`src/rtl/mapa_arbitro_if.sv`:
```
// Map write port bundle: snake/fruit request handshakes, clear request, storage write strobe.
interface mapa_arbitro_if;
    logic       limpar;
    logic       cobra_req;
    logic       cobra_dado;
    logic [9:0] cobra_x;
    logic [9:0] cobra_y;
    logic       cobra_ack;
    logic       fruta_req;
    logic       fruta_dado;
    logic [9:0] fruta_x;
    logic [9:0] fruta_y;
    logic       fruta_ack;
    logic       map_write;
    logic [9:0] map_x;
    logic [9:0] map_y;
    logic [1:0] map_dado;
    logic       ocupado;
    logic       erro_coord;

    modport master (
        output limpar, cobra_req, cobra_dado, cobra_x, cobra_y,
               fruta_req, fruta_dado, fruta_x, fruta_y,
        input  cobra_ack, fruta_ack, map_write, map_x, map_y, map_dado,
               ocupado, erro_coord
    );

    modport slave (
        input  limpar, cobra_req, cobra_dado, cobra_x, cobra_y,
               fruta_req, fruta_dado, fruta_x, fruta_y,
        output cobra_ack, fruta_ack, map_write, map_x, map_y, map_dado,
               ocupado, erro_coord
    );
endinterface

```
`src/rtl/mapa_arbitro.sv`:
```
// Round-robin arbiter for the map write port plus full-map clear sweep; 1-cycle req-to-write,
// requests simply wait (req held) while a sweep runs, each requester ineligible in its ack cycle.
module mapa_arbitro #(
    parameter int LARGURA = 80,
    parameter int ALTURA  = 60
) (
    input  logic          clk,
    input  logic          reset,
    mapa_arbitro_if.slave bus
);
    localparam logic [9:0] X_MAX = 10'(LARGURA - 1);
    localparam logic [9:0] Y_MAX = 10'(ALTURA - 1);
    localparam logic [9:0] X_LIM = 10'(LARGURA);
    localparam logic [9:0] Y_LIM = 10'(ALTURA);
    localparam logic [1:0] NADA  = 2'd0;
    localparam logic [1:0] COBRA = 2'd1;
    localparam logic [1:0] FRUTA = 2'd2;

    typedef enum logic {LIMPANDO, LIVRE} state_t;

    state_t     state_q, state_d;
    logic [9:0] cx_q, cx_d, cy_q, cy_d;
    logic       rr_q, rr_d;             // 1 = fruta served last
    logic       cobra_ack_q, cobra_ack_d;
    logic       fruta_ack_q, fruta_ack_d;
    logic       map_write_q, map_write_d;
    logic [9:0] map_x_q, map_x_d, map_y_q, map_y_d;
    logic [1:0] map_dado_q, map_dado_d;
    logic       ocupado_q, ocupado_d;
    logic       erro_q, erro_d;

    logic       cobra_eleg, fruta_eleg, gnt_cobra, gnt_fruta;
    logic [9:0] gx, gy;
    logic [1:0] gdado;

    always_ff @(posedge clk or posedge reset) begin
        if (reset) begin
            state_q     <= LIMPANDO;
            cx_q        <= '0;
            cy_q        <= '0;
            rr_q        <= 1'b1;
            cobra_ack_q <= 1'b0;
            fruta_ack_q <= 1'b0;
            map_write_q <= 1'b0;
            map_x_q     <= '0;
            map_y_q     <= '0;
            map_dado_q  <= NADA;
            ocupado_q   <= 1'b1;
            erro_q      <= 1'b0;
        end else begin
            state_q     <= state_d;
            cx_q        <= cx_d;
            cy_q        <= cy_d;
            rr_q        <= rr_d;
            cobra_ack_q <= cobra_ack_d;
            fruta_ack_q <= fruta_ack_d;
            map_write_q <= map_write_d;
            map_x_q     <= map_x_d;
            map_y_q     <= map_y_d;
            map_dado_q  <= map_dado_d;
            ocupado_q   <= ocupado_d;
            erro_q      <= erro_d;
        end
    end

    always_comb begin
        state_d     = state_q;
        cx_d        = cx_q;
        cy_d        = cy_q;
        rr_d        = rr_q;
        cobra_ack_d = 1'b0;
        fruta_ack_d = 1'b0;
        map_write_d = 1'b0;
        map_x_d     = map_x_q;
        map_y_d     = map_y_q;
        map_dado_d  = map_dado_q;
        ocupado_d   = ocupado_q;
        erro_d      = 1'b0;

        // A req seen during its own ack still belongs to the transaction just consumed.
        cobra_eleg  = bus.cobra_req & ~cobra_ack_q;
        fruta_eleg  = bus.fruta_req & ~fruta_ack_q;
        gnt_cobra   = 1'b0;
        gnt_fruta   = 1'b0;
        gx          = bus.cobra_x;
        gy          = bus.cobra_y;
        gdado       = bus.cobra_dado ? COBRA : NADA;

        case (state_q)
            LIMPANDO: begin
                map_write_d = 1'b1;
                map_x_d     = cx_q;
                map_y_d     = cy_q;
                map_dado_d  = NADA;
                ocupado_d   = 1'b1;
                if (cx_q == X_MAX) begin
                    cx_d = '0;
                    if (cy_q == Y_MAX) begin
                        cy_d    = '0;
                        state_d = LIVRE;
                    end else begin
                        cy_d = cy_q + 10'd1;
                    end
                end else begin
                    cx_d = cx_q + 10'd1;
                end
            end
            default: begin
                ocupado_d = 1'b0;
                if (bus.limpar) begin
                    state_d   = LIMPANDO;
                    cx_d      = '0;
                    cy_d      = '0;
                    ocupado_d = 1'b1;
                end else begin
                    gnt_cobra = cobra_eleg & (~fruta_eleg | rr_q);
                    gnt_fruta = fruta_eleg & ~gnt_cobra;
                    if (gnt_fruta) begin
                        gx    = bus.fruta_x;
                        gy    = bus.fruta_y;
                        gdado = bus.fruta_dado ? FRUTA : NADA;
                    end
                    if (gnt_cobra || gnt_fruta) begin
                        rr_d        = gnt_fruta;
                        cobra_ack_d = gnt_cobra;
                        fruta_ack_d = gnt_fruta;
                        if (gx >= X_LIM || gy >= Y_LIM) begin
                            erro_d = 1'b1;
                        end else begin
                            map_write_d = 1'b1;
                            map_x_d     = gx;
                            map_y_d     = gy;
                            map_dado_d  = gdado;
                        end
                    end
                end
            end
        endcase
    end

    assign bus.cobra_ack  = cobra_ack_q;
    assign bus.fruta_ack  = fruta_ack_q;
    assign bus.map_write  = map_write_q;
    assign bus.map_x      = map_x_q;
    assign bus.map_y      = map_y_q;
    assign bus.map_dado   = map_dado_q;
    assign bus.ocupado    = ocupado_q;
    assign bus.erro_coord = erro_q;
endmodule
```
`src/flat_wrapper.sv`:
```
// flat-port wrapper written by rule: the top's interface ports become plain ports
module mapa_arbitro_flat 
#(
    parameter int LARGURA = 80,
    parameter int ALTURA  = 60
)
  (clk, reset, bus_limpar, bus_cobra_req, bus_cobra_dado, bus_cobra_x, bus_cobra_y, bus_fruta_req, bus_fruta_dado, bus_fruta_x, bus_fruta_y, bus_cobra_ack, bus_fruta_ack, bus_map_write, bus_map_x, bus_map_y, bus_map_dado, bus_ocupado, bus_erro_coord);
  mapa_arbitro_if bus_i ();
  input  logic clk;
  input  logic reset;
  input wire logic [$bits(bus_i.limpar)-1:0] bus_limpar;
  input wire logic [$bits(bus_i.cobra_req)-1:0] bus_cobra_req;
  input wire logic [$bits(bus_i.cobra_dado)-1:0] bus_cobra_dado;
  input wire logic [$bits(bus_i.cobra_x)-1:0] bus_cobra_x;
  input wire logic [$bits(bus_i.cobra_y)-1:0] bus_cobra_y;
  input wire logic [$bits(bus_i.fruta_req)-1:0] bus_fruta_req;
  input wire logic [$bits(bus_i.fruta_dado)-1:0] bus_fruta_dado;
  input wire logic [$bits(bus_i.fruta_x)-1:0] bus_fruta_x;
  input wire logic [$bits(bus_i.fruta_y)-1:0] bus_fruta_y;
  output wire logic [$bits(bus_i.cobra_ack)-1:0] bus_cobra_ack;
  output wire logic [$bits(bus_i.fruta_ack)-1:0] bus_fruta_ack;
  output wire logic [$bits(bus_i.map_write)-1:0] bus_map_write;
  output wire logic [$bits(bus_i.map_x)-1:0] bus_map_x;
  output wire logic [$bits(bus_i.map_y)-1:0] bus_map_y;
  output wire logic [$bits(bus_i.map_dado)-1:0] bus_map_dado;
  output wire logic [$bits(bus_i.ocupado)-1:0] bus_ocupado;
  output wire logic [$bits(bus_i.erro_coord)-1:0] bus_erro_coord;
  assign bus_i.limpar = bus_limpar;
  assign bus_i.cobra_req = bus_cobra_req;
  assign bus_i.cobra_dado = bus_cobra_dado;
  assign bus_i.cobra_x = bus_cobra_x;
  assign bus_i.cobra_y = bus_cobra_y;
  assign bus_i.fruta_req = bus_fruta_req;
  assign bus_i.fruta_dado = bus_fruta_dado;
  assign bus_i.fruta_x = bus_fruta_x;
  assign bus_i.fruta_y = bus_fruta_y;
  assign bus_cobra_ack = bus_i.cobra_ack;
  assign bus_fruta_ack = bus_i.fruta_ack;
  assign bus_map_write = bus_i.map_write;
  assign bus_map_x = bus_i.map_x;
  assign bus_map_y = bus_i.map_y;
  assign bus_map_dado = bus_i.map_dado;
  assign bus_ocupado = bus_i.ocupado;
  assign bus_erro_coord = bus_i.erro_coord;
  mapa_arbitro #(.LARGURA(LARGURA), .ALTURA(ALTURA)) u_core (.clk(clk), .reset(reset), .bus(bus_i));
endmodule
```
`config.mk`:
```
export PLATFORM = sky130hd
export DESIGN_NAME = mapa_arbitro_flat
export DESIGN_NICKNAME = d
export VERILOG_FILES = /design/src/rtl/mapa_arbitro_if.sv /design/src/rtl/mapa_arbitro.sv /design/src/flat_wrapper.sv
export SDC_FILE = /design/constraint.sdc
export NUM_CORES = 1
export LEC_CHECK = 0
export CORE_MARGIN = 2
export CORE_UTILIZATION = 25
export CTS_CLUSTER_SIZE = 40
export DETAILED_ROUTE_END_ITERATION = 12
export PLACE_DENSITY_LB_ADDON = 0.05
export RECOVER_POWER = 50
export REMOVE_ABC_BUFFERS = 1
export SETUP_SLACK_MARGIN = 0.1
export SYNTH_ARGS = -nofsm -noshare
export SYNTH_HDL_FRONTEND = slang
export SYNTH_SLANG_ARGS = --single-unit
```
`constraint.sdc`:
```
create_clock -name clk -period 2 [get_ports clk]
set_input_delay 0.4 -clock clk [delete_from_list [all_inputs] [get_ports clk]]
set_output_delay 0.4 -clock clk [all_outputs]
set_load 0.01 [all_outputs]
```
==> impl_results.md, run 1 <==
* Status: finished clean
* Die Y at 105 um
* Synth top area cells: dfrtp_1, mux2_2, nand2_1, o21ai_0, o221ai_1
* Drt drc at 0
* Post-detailed-routing wire length at 7.63 mm
* Max Clk Rate at 534 MHz
* FP Rows at 36
* Num CTS Buffers at 5
* Register bit total from synthesis at 49
* Crit path time final at 1.87 ns
* First-pass GRT wire length at 12.7 mm
* Diode count at 0
* Endpoints failing setup at 0
* Clock Path Buffers at 2
* Vias in the first global route at 2484
* Ports at 74
* Clk pin slew, worst setup/hold paths at 0.10 ns
* CP arrival at 2.11 ns
* RSZ-0062 raised after global routing: yes
* PortBufs at 73
* Crit. End Element: register
* Largest net degree at the start of global routing at 32
* CTS tree: built
* Worst Hold Class: reg -> reg
* Layout cells sized above 1 at 0.197
* Starting Density at 0.260
* Final net count at 428
* Final hold slack at 0.516 ns
* CTS sink count at 49
* Aggregate global-route resource usage at 0.143
* Post-synth EDFFs at 0
* Metal3 WL at 505 um
* Fin crit share at 0.936
* Post-synthesis cell count at 275
* Post-synthesis area per instance at 9.33 sq um
* Worst-Skew Late Latency at 0.30 ns
* Final RePlAce weighted congestion at 0.735
* Post-route ant nets at 0
* Initial DRC Count at 97
* Vias at 2462
* DP Area at 3710 sq um
* Routed wl met2 at 3.29 mm
* Worst Max-Slew Pin Slew at 0.667 ns
* Die ar. at 11100 sq um
* Synthesized area at 2560 sq um
* Critical path required time at 2.24 ns
* Peak VDD IR at 0.301 mV
* Root Buffer Master: clkbuf_8
* Antenna violations before repair at 0
* HPWL after DPL at 5.78 mm
* Startpoint Class: register
* Commonest cells in the netlist: dfrtp_1, nand2_1, o21ai_0
* Final hold violations at 0
* Ys flop type: dfrtp_1
* Clock Skew at 0.0134 ns
* Rel. slew slack at 0.555
* H-tree levels at 2
* Final Max Tran Viols at 0
* Share of the synthesized area in the top cell type at 0.459
* Synth area leader: dfrtp_1
* Drt wl/cell at 14.9 um
* Max_cap viols at 0
* Vias per inst at 4.80
* DRT met1 WL at 3.78 mm
* Layout area overhead at 51.5%
* Most common cell in the netlist: dfrtp_1
* CP Class: reg -> reg
* Top sig layer: met4
* Power per cell area at 880 nW/um^2
* Drt pass-1 iters at 4
* Sequential share of the synthesized area at 0.479
* Grt total ovfl at 0
* Crit path max fanout at 6
* Asr flop ratio synth at 1.00
* Die Span X at 105 um
* Core area at 9860 sq um
* Netlist cell types at 40
* Static Leak at 1.54 nW
* Final Cell Area at 3890 sq um
* Yosys Warn Count at 0
## path summary, 6_finish.rpt
path,slack [ns],cells after the start,start,end
max,0.13,6,u_core.cx_q[7],u_core.cy_q[9]
min,0.52,2,u_core.bus.map_x[9],u_core.bus.map_x[9]
max reg2reg,0.13,6,u_core.cx_q[7],u_core.cy_q[9]
min reg2reg,0.52,2,u_core.bus.map_x[9],u_core.bus.map_x[9]
max in group asynchronous,0.42,3,reset,u_core.bus.ocupado
min in group asynchronous,0.62,2,reset,u_core.bus.map_y[7]
## what timing repair did
item                                    CTS  global route
hold buffers                              0             0
pin swaps                                 4             7
gates resized for setup                   8            28
hold endpoints to repair                  0             0
endpoints found under the setup margin   15            27
buffers inserted                          1             3
## layout make-up
class	instances	area, sq um
multi-input combinational	193	1290
tap	133	166
inverter	20	75.1
clock buffer	8	90.1
timing repair buffer	110	1030
fill	1006	5980
sequential	49	1230
## where the power goes
part           switching [mW]  total [mW]  internal, mW  leakage [nW]
combinational           0.579        1.29         0.707         0.918
sequential              0.240        1.51          1.27         0.578
clock                   0.336       0.619         0.283        0.0455
total                    1.16        3.42          2.26          1.54
## sequential cells by signal (all words and copies together), names as in the netlist
name / cells
u_core.bus.erro_coord: 1
u_core.bus.fruta_ack: 1
u_core.cy_q: 10
u_core.bus.map_x: 10
u_core.rr_q: 1
u_core.bus.map_dado: 2
u_core.cx_q: 10
u_core.bus.cobra_ack: 1
u_core.bus.map_write: 1
u_core.state_q: 1
u_core.bus.map_y: 10
u_core.bus.ocupado: 1
## per-stage QoR
step           std cells  worst slack [ns]  total power, mW  utilization  TNS (ns)
2_1_floorplan        262            -0.642             2.07            -    -21.21
3_3_place_gp         501            -0.162             2.76        0.376     -2.35
3_5_place_dp         501            -0.153             2.77        0.376     -2.18
4_1_cts              510             0.103             3.42        0.388         0
5_1_grt              513          -0.00605             3.68        0.394   -0.0106
6_report             513             0.127             3.42        0.394         0
## routing by layer
layer | GRT usage | up-vias
met5 | 0 | -
li1 | - | 1215
met3 | 0.0402 | 4
met4 | 0.0286 | 0
met2 | 0.212 | 66
met1 | 0.207 | 1177
## worst max-delay path, cell delays in order, from the launching register on
cell,delay (ns)
dfrtp_1,0.39
or4b_4,0.58
nor4_4,0.17
buf_4,0.18
nand2_4,0.07
or3_1,0.35
o21ai_1,0.08
## layout by cell type, fill, tap and decap left out, types with 5 or more instances in the layout
cell,n
clkdlybuf4s50_1,66
dfrtp_1,47
nand2_1,34
buf_4,26
nand3_1,22
inv_1,20
nor2_1,18
mux2_2,13
o221ai_1,13
o21ai_0,10
o21ai_1,10
dlygate4sd3_1,7
clkbuf_8,6
buf_6,6
nor3_1,5
o2bb2ai_1,5
## cell families after synthesis
group | share of synthesized area
simple gates | 0.191
fa+ha+maj | 0.00975
xor+xnor | 0.00683
compound gates | 0.196
mux | 0.0688
buf+inv | 0.0483
flops | 0.479
No activity file was read; power rests on OpenSTA's default activity.
==> run 2, diff against run 1 <==
--- a/config.mk
+++ b/config.mk
@@ -13,6 +13,7 @@
 export RECOVER_POWER = 50
 export REMOVE_ABC_BUFFERS = 1
 export SETUP_SLACK_MARGIN = 0.1
+export SKIP_CTS_REPAIR_TIMING = 1
 export SYNTH_ARGS = -nofsm -noshare
 export SYNTH_HDL_FRONTEND = slang
 export SYNTH_SLANG_ARGS = --single-unit
==> run 2 against run 1 <==
Net effect:
- global-route usage about the same
- clock-buffer cell count unchanged
- worst setup slack worse by 0.030 ns
- sequential share of layout area up 0.071 points
- largest power group unchanged
- combinational power about the same
- critical path type unchanged
- largest cell class unchanged
- first-iteration DRC count up 24%
==> impl_results.md, run 2 (same netlist as run 1, synthesis figures left out) <==
* Final hold violations at 0 (unchanged)
* Slowest CP cell: or4b_4 (unchanged)
* Final RePlAce weighted congestion at 0.735 (unchanged)
* Static Leak at 1.54 nW (about the same)
* R2R depth at 7 (was 6)
* Crit path max fanout at 8 (was 6)
* Endpoints failing setup at 0 (unchanged)
* Min-delay src: u_core.bus.map_x[9] (unchanged)
* Most frequent cells in the layout: clkdlybuf4s50_1, dfrtp_1, nand2_1, buf_4, nand3_1 (unchanged)
* Hold path cells at 2 (unchanged)
* Worst path max stage delay at 0.58 ns (about the same)
* Layout area overhead at 51.2% (was 51.5%)
* Aggregate global-route resource usage at 0.142 (was 0.143)
* Final Max Tran Viols at 0 (unchanged)
* Crit path time final at 1.90 ns (was 1.87 ns)
* Cell mode on critical path: o41ai_2
* First-pass GRT wire length at 12.7 mm (about the same)
* R2R Path Start: u_core.cx_q[7] (unchanged)
* Grt total ovfl at 0 (unchanged)
* Drt wl/cell at 14.8 um (was 14.9 um)
* Drt pass-1 iters at 4 (unchanged)
* Power per cell area at 876 nW/um^2 (was 880 nW/um^2)
* PortBufs at 73 (unchanged)
* Critical path required time at 2.19 ns (was 2.24 ns)
* Post-layout util at 0.393 (was 0.394)
* Status: finished clean (unchanged)
* Layout cells sized above 1 at 0.192 (was 0.197)
* Reg2reg setup slack at 0.1 ns (was 0.13 ns)
* Clock Skew at 0.0135 ns (was 0.0134 ns)
* Final Total Pwr at 3.40 mW (was 3.42 mW)
* Family with the most delay on the worst path: simple AND/OR/NAND/NOR gates (unchanged)
* CP arrival at 2.09 ns (was 2.11 ns)
* Die Span X at 105 um (unchanged)
* Post-route ant nets at 0 (unchanged)
* Worst Hold Class: reg -> reg (unchanged)
* Worst-Skew Late Latency at 0.31 ns (was 0.30 ns)
* Num CTS Buffers at 5 (unchanged)
* Fin crit share at 0.951 (was 0.936)
* Post-detailed-routing wire length at 7.61 mm (was 7.63 mm)
* CTS tree: built (unchanged)
* Diode count at 0 (unchanged)
* Vias at 2471 (was 2462)
* Die Y at 105 um (unchanged)
* H-tree levels at 2 (unchanged)
* Ports at 74 (unchanged)
* Peak VDD IR at 0.301 mV (about the same)
* Die ar. at 11100 sq um (unchanged)
* Initial DRC Count at 120 (was 97)
* Rel. slew slack at 0.536 (was 0.555)
* Vias in the first global route at 2487 (was 2484)
* Most common cell after layout, fill and taps aside: clkdlybuf4s50_1 (unchanged)
* Max_cap viols at 0 (unchanged)
* Worst Max-Slew Pin Slew at 0.695 ns (was 0.667 ns)
* Final net count at 428 (unchanged)
* Worst-path cell chain: or4b_4 -> buf_6 -> o41ai_2 -> buf_4 -> a41oi_2 -> o21ai_1 -> o41ai_2 (was or4b_4 -> nor4_4 -> buf_4 -> nand2_4 -> or3_1 -> o21ai_1)
* Worst Path Buf+Inv at 2 (was 1)
* Startpoint Class: register (unchanged)
* Largest net degree at the start of global routing at 32 (unchanged)
* FP Rows at 36 (unchanged)
* Clk pin slew, worst setup/hold paths at 0.09 ns (was 0.10 ns)
* Root Buffer Master: clkbuf_8 (unchanged)
* Clock Path Buffers at 2 (unchanged)
* Antenna violations before repair at 0 (unchanged)
* Drt drc at 0 (unchanged)
* CP Class: reg -> reg (unchanged)
* CTS sink count at 49 (unchanged)
* HPWL after DPL at 5.78 mm (unchanged)
* RSZ-0062 raised after global routing: yes (unchanged)
* Worst Hold End: u_core.bus.map_x[9] (unchanged)
* Worst r2r dst: u_core.cx_q[9] (was u_core.cy_q[9])
* Vias per inst at 4.82 (was 4.80)
* Starting Density at 0.260 (unchanged)
* Core area at 9860 sq um (unchanged)
* Max Clk Rate at 526 MHz (was 534 MHz)
* Crit. End Element: register (unchanged)
==> run 2: worst max path at each step <==
| stage | startpoint | cells past startpoint | slack, ns | end |
|---|---|---|---|---|
| 2_1_floorplan | bus_cobra_y[8] | 4 | -0.64 | u_core.bus.map_x[0] |
| 3_3_place_gp | bus_cobra_y[8] | 6 | -0.16 | u_core.bus.map_y[0] |
| 3_5_place_dp | bus_cobra_y[8] | 6 | -0.15 | u_core.bus.map_x[1] |
| 4_1_cts | u_core.cx_q[5] | 6 | -0.07 | u_core.cy_q[9] |
| 5_1_grt | u_core.cx_q[7] | 7 | 0.002 | u_core.cx_q[9] |
| 6_report | u_core.cx_q[7] | 7 | 0.1 | u_core.cx_q[9] |
==> run 2: where the power goes <==
part           switching [mW]  internal [mW]
Sequential              0.235           1.27
Clock                   0.339          0.283
Combinational           0.573          0.693
Total                    1.15           2.25
==> run 2: cell type report <==
| cell class | count | area [sq um] |
|---|---|---|
| flip-flops and latches | 49 | 1230 |
| fillers | 1006 | 5990 |
| repair buffers | 110 | 1020 |
| inverters | 20 | 75.1 |
| clock buffers | 8 | 90.1 |
| multi-input cells | 193 | 1300 |
| well taps | 133 | 166 |
==> run 2: worst register-to-register path: cells and delay by family, from the launching register on <==
family / cells / cell delay, ns
simple gates: 1 / 0.58
buf+inv: 2 / 0.35
flops: 1 / 0.39
compound gates: 4 / 0.46
==> run 2: through the flow <==
stage                     instances  instance area [sq um]  TNS, ns  setup WS (ns)  hold slack [ns]
after floorplan                 262                   2520   -21.21         -0.642            0.481
after global placement          501                   3710    -2.35         -0.162            0.514
after detailed placement        501                   3710    -2.18         -0.153            0.512
after CTS                       509                   3800   -0.234        -0.0710            0.416
after global routing            513                   3880        0        0.00236            0.559
final                           513                   3880        0         0.0975            0.516
==> run 2: metal layers <==
layer  part of all wire  vias up  track usage
li1                   -     1215            -
met1               0.49     1179        0.205
met2               0.43       73        0.212
met3              0.073        4       0.0408
met4             0.0072        0       0.0295
met5                  0        -            0
==> run 3, diff against run 2 <==
--- a/config.mk
+++ b/config.mk
@@ -9,11 +9,13 @@
 export CORE_UTILIZATION = 25
 export CTS_CLUSTER_SIZE = 40
 export DETAILED_ROUTE_END_ITERATION = 12
+export GPL_TIMING_DRIVEN = 0
 export PLACE_DENSITY_LB_ADDON = 0.05
 export RECOVER_POWER = 50
 export REMOVE_ABC_BUFFERS = 1
 export SETUP_SLACK_MARGIN = 0.1
 export SKIP_CTS_REPAIR_TIMING = 1
+export SLEW_MARGIN = 20
 export SYNTH_ARGS = -nofsm -noshare
 export SYNTH_HDL_FRONTEND = slang
 export SYNTH_SLANG_ARGS = --single-unit
==> run 3 against run 2 <==
Net effect:
- highest routed layer unchanged
- critical path type unchanged
- clock-buffer cell count is 2 lower
- clock skew is 0.0019 ns lower
- the run now ends with setup timing left
- total power is 0.39% higher
- largest cell class unchanged
- flip-flop and latch count stayed put
==> impl_results.md, run 3 (same netlist as run 1, synthesis figures left out) <==
* First-pass GRT wire length at 12.2 mm (was 12.7 mm)
* FP Rows at 36 (unchanged)
* Post-route ant nets at 0 (unchanged)
* Aggregate global-route resource usage at 0.135 (was 0.142)
* Worst path max stage delay at 0.59 ns (was 0.58 ns)
* Starting Density at 0.260 (unchanged)
* Internal power at 2.28 mW (was 2.25 mW)
* Worst slack at placement at -0.697 ns (was -0.153 ns)
* Die Span X at 105 um (unchanged)
* Peak VDD IR at 0.312 mV (was 0.301 mV)
* Largest net degree at the start of global routing at 50 (was 32)
* Max Clk Rate at 494 MHz (was 526 MHz)
* Final Non-Filler Cells at 502 (was 513)
* Worst Hold Class: reg -> reg (unchanged)
* Crit path max fanout at 6 (was 8)
* RSZ-0062 raised after global routing: yes (unchanged)
* CTS sink count at 49 (unchanged)
* Static Leak at 1.52 nW (was 1.54 nW)
* Most common cell after layout, fill and taps aside: clkdlybuf4s50_1 (unchanged)
* Combinational share of power at 0.330 (was 0.373)
* Antenna violations before repair at 0 (unchanged)
* Drt drc at 0 (unchanged)
* Drt wl/cell at 14.8 um (about the same)
* Num CTS Buffers at 5 (unchanged)
* Layout cells sized above 1 at 0.195 (was 0.192)
* Final Max Tran Viols at 0 (unchanged)
* Initial DRC Count at 81 (was 120)
* Clock Skew at 0.0116 ns (was 0.0135 ns)
* Diode count at 0 (unchanged)
* Critical path required time at 2.24 ns (was 2.19 ns)
* Clk pin slew, worst setup/hold paths at 0.10 ns (was 0.09 ns)
* Fin crit share at 1.01 (was 0.951)
* DP Cell Count at 470 (was 501)
* Worst-Skew Late Latency at 0.31 ns (about the same)
* CP arrival at 2.27 ns (was 2.09 ns)
* Ports at 74 (unchanged)
* Root Buffer Master: clkbuf_8 (unchanged)
* Vias per inst at 4.78 (was 4.82)
* Final net count at 417 (was 428)
* Worst Max-Slew Pin Slew at 1.07 ns (was 0.695 ns)
* Final setup TNS at -0.0338 ns (was 0 ns)
* FILL cells at 1013 (was 1006)
* Final RePlAce weighted congestion at 0.727 (was 0.735)
* DP Area at 3480 sq um (was 3710 sq um)
* Final hold violations at 0 (unchanged)
* Final Cell Area at 3880 sq um (about the same)
* Clk pwr share at 0.216 (was 0.183)
* Max_cap viols at 0 (unchanged)
* Crit path time final at 2.03 ns (was 1.90 ns)
* Fin worst setup slack at -0.0250 ns (was 0.0975 ns)
* Die ar. at 11100 sq um (unchanged)
* Clock Path Buffers at 2 (unchanged)
* CP Class: reg -> reg (unchanged)
* Switching pwr at 1.14 mW (was 1.15 mW)
* Vias in the first global route at 2308 (was 2487)
* Core area at 9860 sq um (unchanged)
* HPWL after DPL at 5.03 mm (was 5.78 mm)
* Grt total ovfl at 0 (unchanged)
* Power per cell area at 878 nW/um^2 (was 876 nW/um^2)
* Most frequent cells in the layout: clkdlybuf4s50_1, dfrtp_1, nand2_1, nand3_1, buf_4 (was clkdlybuf4s50_1, dfrtp_1, nand2_1, buf_4, nand3_1)
* Worst-path cell chain: or4b_4 -> nor4_4 -> buf_4 -> buf_6 -> nand2_4 -> or3_1 -> o21ai_1 (was or4b_4 -> buf_6 -> o41ai_2 -> buf_4 -> a41oi_2 -> o21ai_1 -> o41ai_2)
* Vias at 2402 (was 2471)
* Die Y at 105 um (unchanged)
* Reg power frac at 0.454 (was 0.444)
* H-tree levels at 2 (unchanged)
* Reg2reg setup slack at -0.03 ns (was 0.1 ns)
* CTS tree: built (unchanged)
* Rel. slew slack at 0.285 (was 0.536)
* Crit. End Element: register (unchanged)
* Layout area overhead at 51.5% (was 51.2%)
* PortBufs at 73 (unchanged)
* Sw Share at 0.333 (was 0.338)
* Startpoint Class: register (unchanged)
* Post-detailed-routing wire length at 7.43 mm (was 7.61 mm)
* Slowest CP cell: or4b_4 (unchanged)
* Endpoints failing setup at 3 (was 0)
* Failing checks: setup timing
* Drt pass-1 iters at 4 (unchanged)
* Status: complete, but fails checks (was finished clean)
## run 3: final timing paths
check,startpoint,endpoint,depth (start not counted)
worst max-delay path,u_core.cx_q[7],u_core.cy_q[4],7
worst min-delay path,u_core.bus.map_x[7],u_core.bus.map_x[7],2
worst max register to register,u_core.cx_q[7],u_core.cy_q[4],7
worst min register to register,u_core.bus.map_x[7],u_core.bus.map_x[7],2
max in group asynchronous,reset,u_core.state_q,2
min in group asynchronous,reset,u_core.bus.map_y[9],2
## run 3: power groups by stage
stage                     clock [mW]  sequential [mW]  combinational (mW)
after floorplan                    0             1.57               0.498
after global placement             0             1.57                1.04
after detailed placement           0             1.57                1.06
after CTS                      0.761             1.55                1.06
after global routing           0.798             1.61                1.26
final                          0.736             1.55                1.13
## run 3: critical path: cells and delay by family (launching register included)
family                 cells  cell delay [ns]
and+or+nand+nor            4             1.15
AOI/OAI and AO/OA          1             0.08
DFF                        1             0.43
buffers and inverters      2             0.30
## run 3: layout make-up
type,count,area (sq um),share of cell area
clock buffers,6,72.6,0.0187
clock inverters,2,35.0,0.00902
inverters,20,76.3,0.0196
multi-input cells,193,1320,0.339
flip-flops and latches,49,1240,0.318
well taps,133,166,0.0428
repair buffers,99,982,0.253
## run 3: through the flow
step                      hold WS, ns  power (mW)   util
after floorplan                 0.481        2.07      -
after global placement          0.504        2.61  0.346
after detailed placement        0.509        2.62  0.353
after CTS                       0.525        3.37  0.364
after global routing            0.549        3.66  0.394
final                           0.514        3.41  0.394
## run 3: routing by layer
metal | GRT usage | up-vias | routed length, um
met5 | 0 | - | 0
met4 | 0.0371 | 0 | 80
met1 | 0.193 | 1137 | 3720
met2 | 0.197 | 69 | 3070
li1 | - | 1189 | -
met3 | 0.0402 | 7 | 557
